## src/rtl/ccc_cfg_pkg.sv

```systemverilog
// ccc_cfg_pkg
// Shared definitions for the MSS CCC dynamic-configuration sequencer:
// sequencer state encoding, configuration word width and the bit-field
// layout of the configuration word. Firmware builds its words from the
// same offsets, so both sides produce identical bit patterns.
package ccc_cfg_pkg;

    typedef enum logic [2:0] {
        ST_IDLE      = 3'd0,
        ST_SHIFT     = 3'd1,
        ST_UPDATE    = 3'd2,
        ST_WAIT_LOCK = 3'd3,
        ST_RUN       = 3'd4,
        ST_FAULT     = 3'd5
    } ccc_state_e;

    localparam int CCC_CFG_W = 81;

    // Configuration word fields (LSB position, width). Bits above 40 are reserved.
    localparam int CCC_FINDIV_LSB   = 0;
    localparam int CCC_FINDIV_W     = 7;
    localparam int CCC_FBDIV_LSB    = 7;
    localparam int CCC_FBDIV_W      = 7;
    localparam int CCC_OADIV_LSB    = 14;
    localparam int CCC_OADIV_W      = 5;
    localparam int CCC_OBDIV_LSB    = 19;
    localparam int CCC_OBDIV_W      = 5;
    localparam int CCC_OCDIV_LSB    = 24;
    localparam int CCC_OCDIV_W      = 5;
    localparam int CCC_OAMUX_LSB    = 29;
    localparam int CCC_OAMUX_W      = 3;
    localparam int CCC_OBMUX_LSB    = 32;
    localparam int CCC_OBMUX_W      = 3;
    localparam int CCC_OCMUX_LSB    = 35;
    localparam int CCC_OCMUX_W      = 3;
    localparam int CCC_BYPASSA_BIT  = 38;
    localparam int CCC_BYPASSB_BIT  = 39;
    localparam int CCC_BYPASSC_BIT  = 40;

endpackage

```

## src/rtl/ccc_dyncfg_ctrl_if.sv

```systemverilog
// ccc_dyncfg_ctrl_if
// Serial dynamic-configuration port between the fabric sequencer (master)
// and the MSS_CCC instance (slave).
//   SCLK    master->slave  configuration shift clock
//   SDIN    master->slave  serial configuration data, MSB first
//   SSHIFT  master->slave  high while shifting
//   SUPDATE master->slave  apply the shifted word
//   LOCK    slave->master  PLL lock, asynchronous to the sequencer clock
interface ccc_dyncfg_ctrl_if;
    logic SCLK;
    logic SDIN;
    logic SSHIFT;
    logic SUPDATE;
    logic LOCK;

    modport master (output SCLK, output SDIN, output SSHIFT, output SUPDATE, input LOCK);
    modport slave  (input SCLK, input SDIN, input SSHIFT, input SUPDATE, output LOCK);
endinterface

```

## src/rtl/ccc_lock_sync.sv

```systemverilog
// ccc_lock_sync
// Brings the CCC LOCK into the PCLK domain and qualifies it.
//   PCLK, PRESERN  clock, async active-low reset
//   LOCK           raw lock from the CCC
//   clr            clear the stable counter
//   en             count enable (sequencer waiting for lock)
//   lock_ok        level: this edge completes LOCK_STABLE consecutive high cycles
//   lock_drop      pulse: synchronized lock just fell
module ccc_lock_sync
    import ccc_cfg_pkg::*;
#(
    parameter int LOCK_STABLE = 16
) (
    input  logic PCLK,
    input  logic PRESERN,
    input  logic LOCK,
    input  logic clr,
    input  logic en,
    output logic lock_ok,
    output logic lock_drop
);
    localparam int CNT_W = $clog2(LOCK_STABLE) + 1;
    localparam logic [CNT_W-1:0] STAB_LAST = CNT_W'(LOCK_STABLE - 1);
    localparam logic [CNT_W-1:0] STAB_MAX  = CNT_W'(LOCK_STABLE);

    logic             lock_m;
    logic             lock_s;
    logic             lock_q;
    logic [CNT_W-1:0] stab_cnt;

    always_ff @(posedge PCLK or negedge PRESERN) begin
        if (!PRESERN) begin
            lock_m   <= 1'b0;
            lock_s   <= 1'b0;
            lock_q   <= 1'b0;
            stab_cnt <= '0;
        end else begin
            lock_m <= LOCK;
            lock_s <= lock_m;
            lock_q <= lock_s;
            if (clr || !lock_s) begin
                stab_cnt <= '0;
            end else if (en && stab_cnt != STAB_MAX) begin
                stab_cnt <= stab_cnt + 1'b1;
            end
        end
    end

    // Qualified on the edge that would bring the count to LOCK_STABLE.
    assign lock_ok   = en && lock_s && (stab_cnt == STAB_LAST);
    assign lock_drop = lock_q && !lock_s;

endmodule

```

## src/rtl/ccc_dyncfg_ctrl.sv

```systemverilog
// ccc_dyncfg_ctrl
// Shifts a configuration word into the MSS CCC, strobes update, waits for
// qualified PLL lock and then releases the reset of the CCC-clocked fabric.
//   PCLK, PRESERN  free-running clock, async active-low reset
//   START, CFG     (re)configure request and word, accepted in IDLE/RUN/FAULT
//   ccc            serial configuration port to the CCC (master side)
//   BUSY           configuring or waiting for lock
//   LOCKED         running with qualified lock
//   FAULT          sticky lock timeout / loss of lock
//   FAB_RST_N      active-low fabric reset
//
// state      | meaning
// IDLE       | after reset, nothing applied yet, fabric held in reset
// SHIFT      | clocking the word out on SCLK/SDIN
// UPDATE     | SUPDATE strobe applying the word
// WAIT_LOCK  | waiting for LOCK_STABLE synchronized lock cycles
// RUN        | locked, fabric released
// FAULT      | timeout or lock lost, fabric held until next START
module ccc_dyncfg_ctrl
    import ccc_cfg_pkg::*;
#(
    parameter int CFG_W        = CCC_CFG_W,
    parameter int SCLK_DIV     = 2,
    parameter int LOCK_STABLE  = 16,
    parameter int LOCK_TIMEOUT = 1024
) (
    input  logic             PCLK,
    input  logic             PRESERN,
    input  logic             START,
    input  logic [CFG_W-1:0] CFG,
    ccc_dyncfg_ctrl_if.master ccc,
    output logic             BUSY,
    output logic             LOCKED,
    output logic             FAULT,
    output logic             FAB_RST_N
);
    localparam int BIT_W = $clog2(CFG_W) + 1;
    localparam int DIV_W = $clog2(2 * SCLK_DIV) + 1;
    localparam int TMO_W = $clog2(LOCK_TIMEOUT) + 1;
    localparam logic [BIT_W-1:0] BIT_LAST  = BIT_W'(CFG_W - 1);
    localparam logic [DIV_W-1:0] HALF_LAST = DIV_W'(SCLK_DIV - 1);
    localparam logic [DIV_W-1:0] UPD_LAST  = DIV_W'(2 * SCLK_DIV - 1);
    localparam logic [TMO_W-1:0] TMO_LAST  = TMO_W'(LOCK_TIMEOUT - 1);

    ccc_state_e       state;
    logic [CFG_W-1:0] shreg;
    logic [BIT_W-1:0] bit_cnt;
    logic [DIV_W-1:0] div_cnt;
    logic [TMO_W-1:0] tmo_cnt;
    logic             sclk;
    logic             sshift;
    logic             supdate;
    logic             stab_clr;
    logic             stab_en;
    logic             lock_ok;
    logic             lock_drop;

    assign stab_clr = (state == ST_UPDATE);
    assign stab_en  = (state == ST_WAIT_LOCK);

    ccc_lock_sync #(.LOCK_STABLE(LOCK_STABLE)) u_lock_sync (
        .PCLK      (PCLK),
        .PRESERN   (PRESERN),
        .LOCK      (ccc.LOCK),
        .clr       (stab_clr),
        .en        (stab_en),
        .lock_ok   (lock_ok),
        .lock_drop (lock_drop)
    );

    // SDIN is the shift register MSB; the register is zeroed when shifting
    // ends, so SDIN is low everywhere outside SHIFT.
    assign ccc.SCLK    = sclk;
    assign ccc.SDIN    = shreg[CFG_W-1];
    assign ccc.SSHIFT  = sshift;
    assign ccc.SUPDATE = supdate;

    always_ff @(posedge PCLK or negedge PRESERN) begin
        if (!PRESERN) begin
            state     <= ST_IDLE;
            shreg     <= '0;
            bit_cnt   <= '0;
            div_cnt   <= '0;
            tmo_cnt   <= '0;
            sclk      <= 1'b0;
            sshift    <= 1'b0;
            supdate   <= 1'b0;
            BUSY      <= 1'b0;
            LOCKED    <= 1'b0;
            FAULT     <= 1'b0;
            FAB_RST_N <= 1'b0;
        end else begin
            case (state)
                ST_IDLE, ST_RUN, ST_FAULT: begin
                    if (START) begin
                        state     <= ST_SHIFT;
                        shreg     <= CFG;
                        bit_cnt   <= '0;
                        div_cnt   <= '0;
                        sclk      <= 1'b0;
                        sshift    <= 1'b1;
                        BUSY      <= 1'b1;
                        LOCKED    <= 1'b0;
                        FAULT     <= 1'b0;
                        FAB_RST_N <= 1'b0;
                    end else if (state == ST_RUN && lock_drop) begin
                        state     <= ST_FAULT;
                        LOCKED    <= 1'b0;
                        FAULT     <= 1'b1;
                        FAB_RST_N <= 1'b0;
                    end
                end
                ST_SHIFT: begin
                    if (div_cnt == HALF_LAST) begin
                        div_cnt <= '0;
                        if (!sclk) begin
                            sclk <= 1'b1;
                        end else begin
                            // falling edge: next bit, or done after the last high phase
                            sclk <= 1'b0;
                            if (bit_cnt == BIT_LAST) begin
                                state   <= ST_UPDATE;
                                shreg   <= '0;
                                sshift  <= 1'b0;
                                supdate <= 1'b1;
                            end else begin
                                shreg   <= {shreg[CFG_W-2:0], 1'b0};
                                bit_cnt <= bit_cnt + 1'b1;
                            end
                        end
                    end else begin
                        div_cnt <= div_cnt + 1'b1;
                    end
                end
                ST_UPDATE: begin
                    if (div_cnt == UPD_LAST) begin
                        state   <= ST_WAIT_LOCK;
                        div_cnt <= '0;
                        tmo_cnt <= '0;
                        supdate <= 1'b0;
                    end else begin
                        div_cnt <= div_cnt + 1'b1;
                    end
                end
                ST_WAIT_LOCK: begin
                    tmo_cnt <= tmo_cnt + 1'b1;
                    if (lock_ok) begin
                        state     <= ST_RUN;
                        BUSY      <= 1'b0;
                        LOCKED    <= 1'b1;
                        FAB_RST_N <= 1'b1;
                    end else if (tmo_cnt == TMO_LAST) begin
                        state <= ST_FAULT;
                        BUSY  <= 1'b0;
                        FAULT <= 1'b1;
                    end
                end
                default: state <= ST_IDLE;
            endcase
        end
    end

endmodule

```

## src/flat_wrapper.sv

```systemverilog
// flat-port wrapper written by rule: the top's interface ports become plain ports
module ccc_dyncfg_ctrl_flat import ccc_cfg_pkg::*;
#(
    parameter int CFG_W        = CCC_CFG_W,
    parameter int SCLK_DIV     = 2,
    parameter int LOCK_STABLE  = 16,
    parameter int LOCK_TIMEOUT = 1024
)
  (PCLK, PRESERN, START, CFG, BUSY, LOCKED, FAULT, FAB_RST_N, ccc_SCLK, ccc_SDIN, ccc_SSHIFT, ccc_SUPDATE, ccc_LOCK);
  ccc_dyncfg_ctrl_if ccc_i ();
  input  logic PCLK;
  input  logic PRESERN;
  input  logic START;
  input  logic [CFG_W-1:0] CFG;
  output logic BUSY;
  output logic LOCKED;
  output logic FAULT;
  output logic FAB_RST_N;
  output wire logic [$bits(ccc_i.SCLK)-1:0] ccc_SCLK;
  output wire logic [$bits(ccc_i.SDIN)-1:0] ccc_SDIN;
  output wire logic [$bits(ccc_i.SSHIFT)-1:0] ccc_SSHIFT;
  output wire logic [$bits(ccc_i.SUPDATE)-1:0] ccc_SUPDATE;
  input wire logic [$bits(ccc_i.LOCK)-1:0] ccc_LOCK;
  assign ccc_SCLK = ccc_i.SCLK;
  assign ccc_SDIN = ccc_i.SDIN;
  assign ccc_SSHIFT = ccc_i.SSHIFT;
  assign ccc_SUPDATE = ccc_i.SUPDATE;
  assign ccc_i.LOCK = ccc_LOCK;
  ccc_dyncfg_ctrl #(.CFG_W(CFG_W), .SCLK_DIV(SCLK_DIV), .LOCK_STABLE(LOCK_STABLE), .LOCK_TIMEOUT(LOCK_TIMEOUT)) u_core (.PCLK(PCLK), .PRESERN(PRESERN), .START(START), .CFG(CFG), .ccc(ccc_i), .BUSY(BUSY), .LOCKED(LOCKED), .FAULT(FAULT), .FAB_RST_N(FAB_RST_N));
endmodule
```

## config.mk

```make
export PLATFORM = sky130hd
export DESIGN_NAME = ccc_dyncfg_ctrl_flat
export DESIGN_NICKNAME = d
export VERILOG_FILES = /design/src/rtl/ccc_cfg_pkg.sv /design/src/rtl/ccc_dyncfg_ctrl_if.sv /design/src/rtl/ccc_lock_sync.sv /design/src/rtl/ccc_dyncfg_ctrl.sv /design/src/flat_wrapper.sv
export SDC_FILE = /design/constraint.sdc
export NUM_CORES = 1
export LEC_CHECK = 0
export ABC_AREA = 1
export CAP_MARGIN = 20
export CELL_PAD_IN_SITES_DETAIL_PLACEMENT = 1
export CELL_PAD_IN_SITES_GLOBAL_PLACEMENT = 2
export CORE_MARGIN = 10
export CORE_UTILIZATION = 30
export CTS_CLUSTER_SIZE = 14
export DETAILED_ROUTE_END_ITERATION = 16
export GPL_ROUTABILITY_DRIVEN = 1
export GPL_TIMING_DRIVEN = 0
export PLACE_DENSITY = 0.79
export SYNTH_ARGS = -nofsm -noshare
export SYNTH_HDL_FRONTEND = slang
export SYNTH_SLANG_ARGS = --single-unit
```

## constraint.sdc

```tcl
create_clock -name PCLK -period 4.29 [get_ports PCLK]
set_input_delay 0.858 -clock PCLK [delete_from_list [all_inputs] [get_ports PCLK]]
set_output_delay 0.858 -clock PCLK [all_outputs]
set_load 0.05 [all_outputs]
```

==> results of run 1 <==
## cell usage after synthesis, types with 2 or more instances
library cell  instances  share of area (%)
nand2_1             193                 11
nand3_1             150                 12
dfrtp_1             120                 47
nand3_2              71                 11
inv_1                35                2.1
nor2_1               33                1.9
o21ai_0              19                1.5
buf_2                18                1.4
a21oi_1              12               0.94
ha_1                 10                2.0
buf_4                 9                1.1
buf_8                 7                1.7
inv_2                 7               0.41
o21ai_1               7               0.55
xor2_1                7               0.96
clkbuf_1              6               0.35
nand2_2               3               0.30
nand4_1               3               0.30
a22o_1                2               0.28
a31oi_1               2               0.20
buf_1                 2               0.12
nor2_4                2               0.35
nor3_1                2               0.16
o21bai_1              2               0.24
o22ai_1               2               0.20
## per-stage QoR
step / std cells / cell area, sq um / TNS [ns] / worst slack [ns] / power, uW
2_1_floorplan: 734 / 6356 / 0 / 2.520 / 3936
3_3_place_gp: 1101 / 7621 / -349.79 / -2.927 / 4684
3_5_place_dp: 1102 / 7650 / 0 / 1.812 / 4757
4_1_cts: 1134 / 8279 / 0 / 1.729 / 6327
5_1_grt: 1134 / 8279 / 0 / 1.694 / 6762
6_report: 1134 / 8279 / 0 / 1.754 / 6211
## worst paths after layout
| path | start | end | slack (ns) | depth (start not counted) |
|---|---|---|---|---|
| min | PRESERN | u_core.shreg[76]$_DFFE_PN0P_ | 0.36 | 1 |
| max reg2reg | u_core.div_cnt[0]$_DFFE_PN0P_ | u_core.tmo_cnt[9]$_DFFE_PN0P_ | 2.44 | 9 |
| min reg2reg | u_core.u_lock_sync.lock_m$_DFF_PN0_ | u_core.u_lock_sync.lock_s$_DFF_PN0_ | 0.36 | 0 |
| max in group asynchronous | PRESERN | u_core.shreg[18]$_DFFE_PN0P_ | 3.17 | 2 |
| max | u_core.LOCKED$_DFFE_PN0P_ | LOCKED | 1.75 | 2 |
| min in group PCLK | u_core.u_lock_sync.lock_m$_DFF_PN0_ | u_core.u_lock_sync.lock_s$_DFF_PN0_ | 0.36 | 0 |
## sequential cells by signal (all words and copies together) (netlist names)
register / flops
u_core.BUSY: 1
u_core.FAULT: 1
u_core.LOCKED: 1
u_core.bit_cnt: 8
u_core.ccc.SCLK: 1
u_core.ccc.SSHIFT: 1
u_core.ccc.SUPDATE: 1
u_core.div_cnt: 3
u_core.shreg: 81
u_core.state: 3
u_core.tmo_cnt: 11
u_core.u_lock_sync.lock_m: 1
u_core.u_lock_sync.lock_q: 1
u_core.u_lock_sync.lock_s: 1
u_core.u_lock_sync.stab_cnt: 5
## cell families (layout without fill, tap and decap cells)
kind of cell | Yosys count | count (layout)
DFF | 120 | 120
AOI/OAI and AO/OA | 49 | 49
and+or+nand+nor | 459 | 459
buffers and inverters | 88 | 213
adders and majority gates | 10 | 10
xor gates and xnor gates | 8 | 8
## metal layers
layer  wire (um)  part of all wire, %
met2        8727                   49
met4         211                  1.2
met3         455                  2.6
met5           0                    0
met1        8329                   47
## power by group
group          leakage (uW)  switching, uW  internal (uW)
Clock              0.000285            558            975
Combinational       0.00184           1770           1010
Sequential          0.00152            309           1590
## final cells by class
| class | instances | area share [%] |
|---|---|---|
| sequential | 120 | 36.27 |
| multi-input combinational | 526 | 34.56 |
| clock inverter | 14 | 2.418 |
| tap | 275 | 4.156 |
| inverter | 44 | 2.025 |
| buffer | 44 | 3.914 |
| timing repair buffer | 93 | 11.47 |
| clock buffer | 18 | 5.184 |
## worst reg2reg max path, cell delays in order (launching register included)
cell     delay [ns]
dfrtp_1        0.40
ha_1           0.20
ha_1           0.15
inv_1          0.06
a21oi_1        0.35
inv_1          0.23
a21oi_1        0.17
nand2_1        0.06
o21ai_0        0.07
inv_1          0.06
==> flow_summary.toml, run 1 <==
[critical_path]
crit_buf_inv = 2
cp_slowest_cell = "clkdlybuf4s50_1"
path_cells = "buf_4, clkdlybuf4s50_1"
cp_slowest_stage_delay_ns = 0.79
cp_data_required_time_ns = 3.43
cp-end-kind = "primary output"
critPathKind = "flip-flop to primary output"
crit_fanout = 3
critical_path_arrival_ns = 1.68
critPathTopFamily = "buffers and inverters"
worst_setup_path_start_kind = "flip-flop"

[synth]
seq_area_frac_synth_pct = 47.24
synth_mux_area_share_pct = 0
ys_warn_count = 0
synth-xor-area-share_pct = 1.102
yosys_register_bits = 120
syn_area_per_cell_sq_um = 8.660
synth_nets = 829
async_flop_share_pct = 100.0
synth_edf_count = 0
synth_flop_cell = "dfrtp_1"
synth_cells = 734
yosys.area_share.simple_pct = 37.64
ys_types = 35
synth_compound_area_share_pct = 4.311
synth_adder_area_share_pct = 1.969
netlist_area_sq_um = 6356
synth_top_family_by_area = "simple AND/OR/NAND/NOR gates"

[timing]
drv_slew = 0
clock.fmax_mhz = 394.4
hold_viol_final = 0
fin_crit_sh_pct = 59.11
worst_pin_slew_ns = 0.5545
skew_ns = 0.009557
holdWs_ns = 0.3573
rsz0062_at_grt = "no"
setup-violations-final = 0
slew_headroom_pct = 62.92
period_minus_slack_ns = 2.536

[global_route]
use_met3_pct = 3.099
track_usage_pct = 13.54
busiest_layer = "met2"
grt_pass1_wl_um = 29900
antenna_found_initial = 0
gr-usage-met2_pct = 22.00
met1_usage_pct = 17.61
grt_max_degree = 81
first_global_vias = 5863
grt.overflow.total = 0

[run]
cap_violations = 0

[final_layout]
syn2layout_area_growth_pct = 30.26
multi_input_area_sq_um = 2861
fill_cells = 2503
final_cell_mix = "193 x nand2_1, 150 x nand3_1, 120 x dfrtp_1"
nNetsFinal = 941
finish.utilization_pct = 39.51
seq_area_sq_um = 3003
antenna_cells = 0
final_common_cell = "nand2_1"
drive_above_1_share_pct = 18.16

[route]
wl_per_cell_um = 15.63
drc = 0
first_pass_iters = 4
num_vias = 5355
viasPerCell = 4.722
ant_nets = 0
drtIter0Drc = 196
drt-total-wl_um = 17720

[floorplan]
die_w_um = 165.6
core-area_sq_um = 20960
row_count = 53
initial_utilization_pct = 30.33
ios = 93
die_h_um = 165.6
die_area_sq_um = 27410

[clocking]
clockBufferDepth = 2
cts_max_level = 4
numCtsBuffers = 17
tritoncts = "done"
cts_setup_buffers = 0
cts_hold_buf = 0
cts_resized = 0
path_clk_slew_ns = 0.06
cts_root_buffer = "clkbuf_16"
clkLatencyLatePin_ns = 0.42
cts.sinks = 120

[status]
outcome = "complete, no violations"

[placement]
place_congestion = 0.7619
place_hpwl_um = 12970
port_buffers = 92

[power]
power_density_nw_per_um2 = 750.2
leakagePower_uw = 0.003645
vdd_drop_max_mv = 0.2742

[worst_hold_path]
hp-class = "primary input to async pin"
No activity file was read; power rests on OpenSTA's default activity.
==> run 2: changes to the inputs <==
--- a/config.mk
+++ b/config.mk
@@ -15,7 +15,7 @@
 export DETAILED_ROUTE_END_ITERATION = 16
 export GPL_ROUTABILITY_DRIVEN = 1
 export GPL_TIMING_DRIVEN = 0
-export PLACE_DENSITY = 0.79
+export PLACE_DENSITY = 0.82
 export SYNTH_ARGS = -nofsm -noshare
 export SYNTH_HDL_FRONTEND = slang
 export SYNTH_SLANG_ARGS = --single-unit
==> constraint.sdc (replaced) <==
create_clock -name PCLK -period 2.1 [get_ports PCLK]
set_input_delay 0.42 -clock PCLK [delete_from_list [all_inputs] [get_ports PCLK]]
set_output_delay 0.42 -clock PCLK [all_outputs]
set_load 0.05 [all_outputs]
==> flow_summary.toml, run 2 (synthesis results as in run 1) <==
[status]
outcome = "complete, no violations"

[final_layout]
top_regs = "u_core.shreg: 81 flops, u_core.tmo_cnt: 11 flops, u_core.bit_cnt: 8 flops"
finalNonFillerCells = 1135
fill_cells = 2482
final_common_cell = "nand2_1"
largest_reg_flops = 81
antenna_cells = 0
syn2layout_area_growth_pct = 29.51
nNetsFinal = 942
final_cell_mix = "193 x nand2_1, 150 x nand3_1, 120 x dfrtp_1"
regMostFlops = "u_core.shreg"
drive_above_1_share_pct = 18.14

[route]
ant_nets = 0
first_pass_iters = 4
wl_per_cell_um = 15.46
drt-total-wl_um = 17540
drtIter0Drc = 262
drc = 0
num_vias = 5357
viasPerCell = 4.720

[placement]
place_hpwl_um = 13000
dp_cells = 1102
port_buffers = 92
place_ws_ns = 0.006259
place_congestion = 0.7485

[global_route]
grt_max_degree = 68
first_global_vias = 5790
track_usage_pct = 13.25
antenna_found_initial = 0
grt.overflow.total = 0
grt_pass1_wl_um = 29230

[critical_path]
rrSetupSlack_ns = 0.25
cp-end-kind = "primary output"
path_cells = "clkdlybuf4s50_1"
crit-reg2reg-capture = "u_core.tmo_cnt[9]$_DFFE_PN0P_"
critPathKind = "flip-flop to primary output"
cp_slowest_stage_delay_ns = 0.82
crit_fanout = 2
critPathTopFamily = "buffers and inverters"
critical_path_arrival_ns = 1.60
cp_data_required_time_ns = 1.68
regToRegStartpoint = "u_core.div_cnt[0]$_DFFE_PN0P_"
reg2reg_depth = 9
worst_setup_path_start_kind = "flip-flop"
cp_slowest_cell = "clkdlybuf4s50_1"
crit_buf_inv = 1
cp.depth = 1

[worst_hold_path]
hp-class = "flip-flop to flip-flop"
min_to = "u_core.u_lock_sync.lock_s$_DFF_PN0_"
worstHoldStart = "u_core.u_lock_sync.lock_m$_DFF_PN0_"
worstHoldPathCells = 0

[timing]
fin_crit_sh_pct = 96.09
clock.fmax_mhz = 495.5
worst_pin_slew_ns = 0.6046
worst_slack_ns = 0.08201
rsz0062_at_grt = "no"
slew_headroom_pct = 59.70
drv_slew = 0
setup-violations-final = 0
hold_viol_final = 0
skew_ns = 0.008466
period_minus_slack_ns = 2.018
tns_ns = 0
holdWs_ns = 0.3495

[floorplan]
die_w_um = 165.6
initial_utilization_pct = 30.33
row_count = 53
core-area_sq_um = 20960
ios = 93
die_h_um = 165.6
die_area_sq_um = 27410

[clocking]
cts_setup_buffers = 0
cts.sinks = 120
clockBufferDepth = 2
cts_root_buffer = "clkbuf_16"
path_clk_slew_ns = 0.06
numCtsBuffers = 17
clkLatencyLatePin_ns = 0.42
cts_max_level = 4
tritoncts = "done"

[power]
vdd_drop_max_mv = 0.5583
leakagePower_uw = 0.003671
power_density_nw_per_um2 = 1503
power_uw = 12370

[run]
cap_violations = 0
-- run 2: cell types whose count changed in the layout (fill, tap and decap cells not counted) --
| cell | previous run | this run |
|---|---|---|
| bufinv_16 | 4 | 1 |
| clkbuf_8 | 0 | 3 |
| clkdlybuf4s50_1 | 91 | 88 |
| clkinv_2 | 0 | 4 |
| clkinv_4 | 3 | 1 |
| clkinvlp_4 | 6 | 4 |
| dlygate4sd2_1 | 0 | 1 |
| dlygate4sd3_1 | 0 | 1 |
| dlymetal6s2s_1 | 0 | 2 |
-- run 2: worst max-delay path by stage --
| stage | startpoint | end |
|---|---|---|
| 2_1_floorplan | u_core.ccc.SCLK$_DFFE_PN0P_ | u_core.shreg[80]$_DFFE_PN0P_ |
| 3_3_place_gp | PRESERN | u_core.shreg[26]$_DFFE_PN0P_ |
| 3_5_place_dp | START | u_core.bit_cnt[2]$_DFFE_PN0P_ |
| 4_1_cts | u_core.ccc.SCLK$_DFFE_PN0P_ | ccc_SCLK |
| 5_1_grt | u_core.ccc.SSHIFT$_DFFE_PN0P_ | ccc_SSHIFT |
| 6_report | u_core.ccc.SSHIFT$_DFFE_PN0P_ | ccc_SSHIFT |
-- run 2: per-layer routing --
layer	track usage [%]	part of all wire (%)
met5	0	0
met1	17.09	48
met4	3.631	0.91
met3	3.049	2.5
met2	21.78	49
-- run 2: power by group --
part	total, uW	switching, uW	internal (uW)	leakage (uW)
Sequential	3880	633	3250	0.00152
Combinational	5670	3610	2060	0.00188
Clock	2810	1100	1720	0.000271
Total	12400	5340	7030	0.00367
-- run 2: per-stage QoR --
step | util [%] | cell area [sq um]
floorplan | - | 6356
global placement | 36.37 | 7621
detailed placement | 36.51 | 7650
CTS | 39.26 | 8227
global route | 39.28 | 8232
finish | 39.28 | 8232
-- run 2: final cells by class --
class                           instances  area (sq um)  area share [%]
Clock buffer                           21         470.5           5.715
Multi-Input combinational cell        526          2861           34.76
Inverter                               44         167.7           2.037
Buffer                                 44         324.1           3.937
Sequential cell                       120          3003           36.48
Clock inverter                         11         97.59           1.186
Tap cell                              275         344.1           4.180
Timing Repair Buffer                   94         963.4           11.70
-- run 2: repair_timing --
item / CTS / global route
hold buffers: 1 / 0
pin swaps: 0 / 0
endpoints found under the setup margin: 1 / 2
hold endpoints to repair: 53 / 0
gates resized for setup: 1 / 2
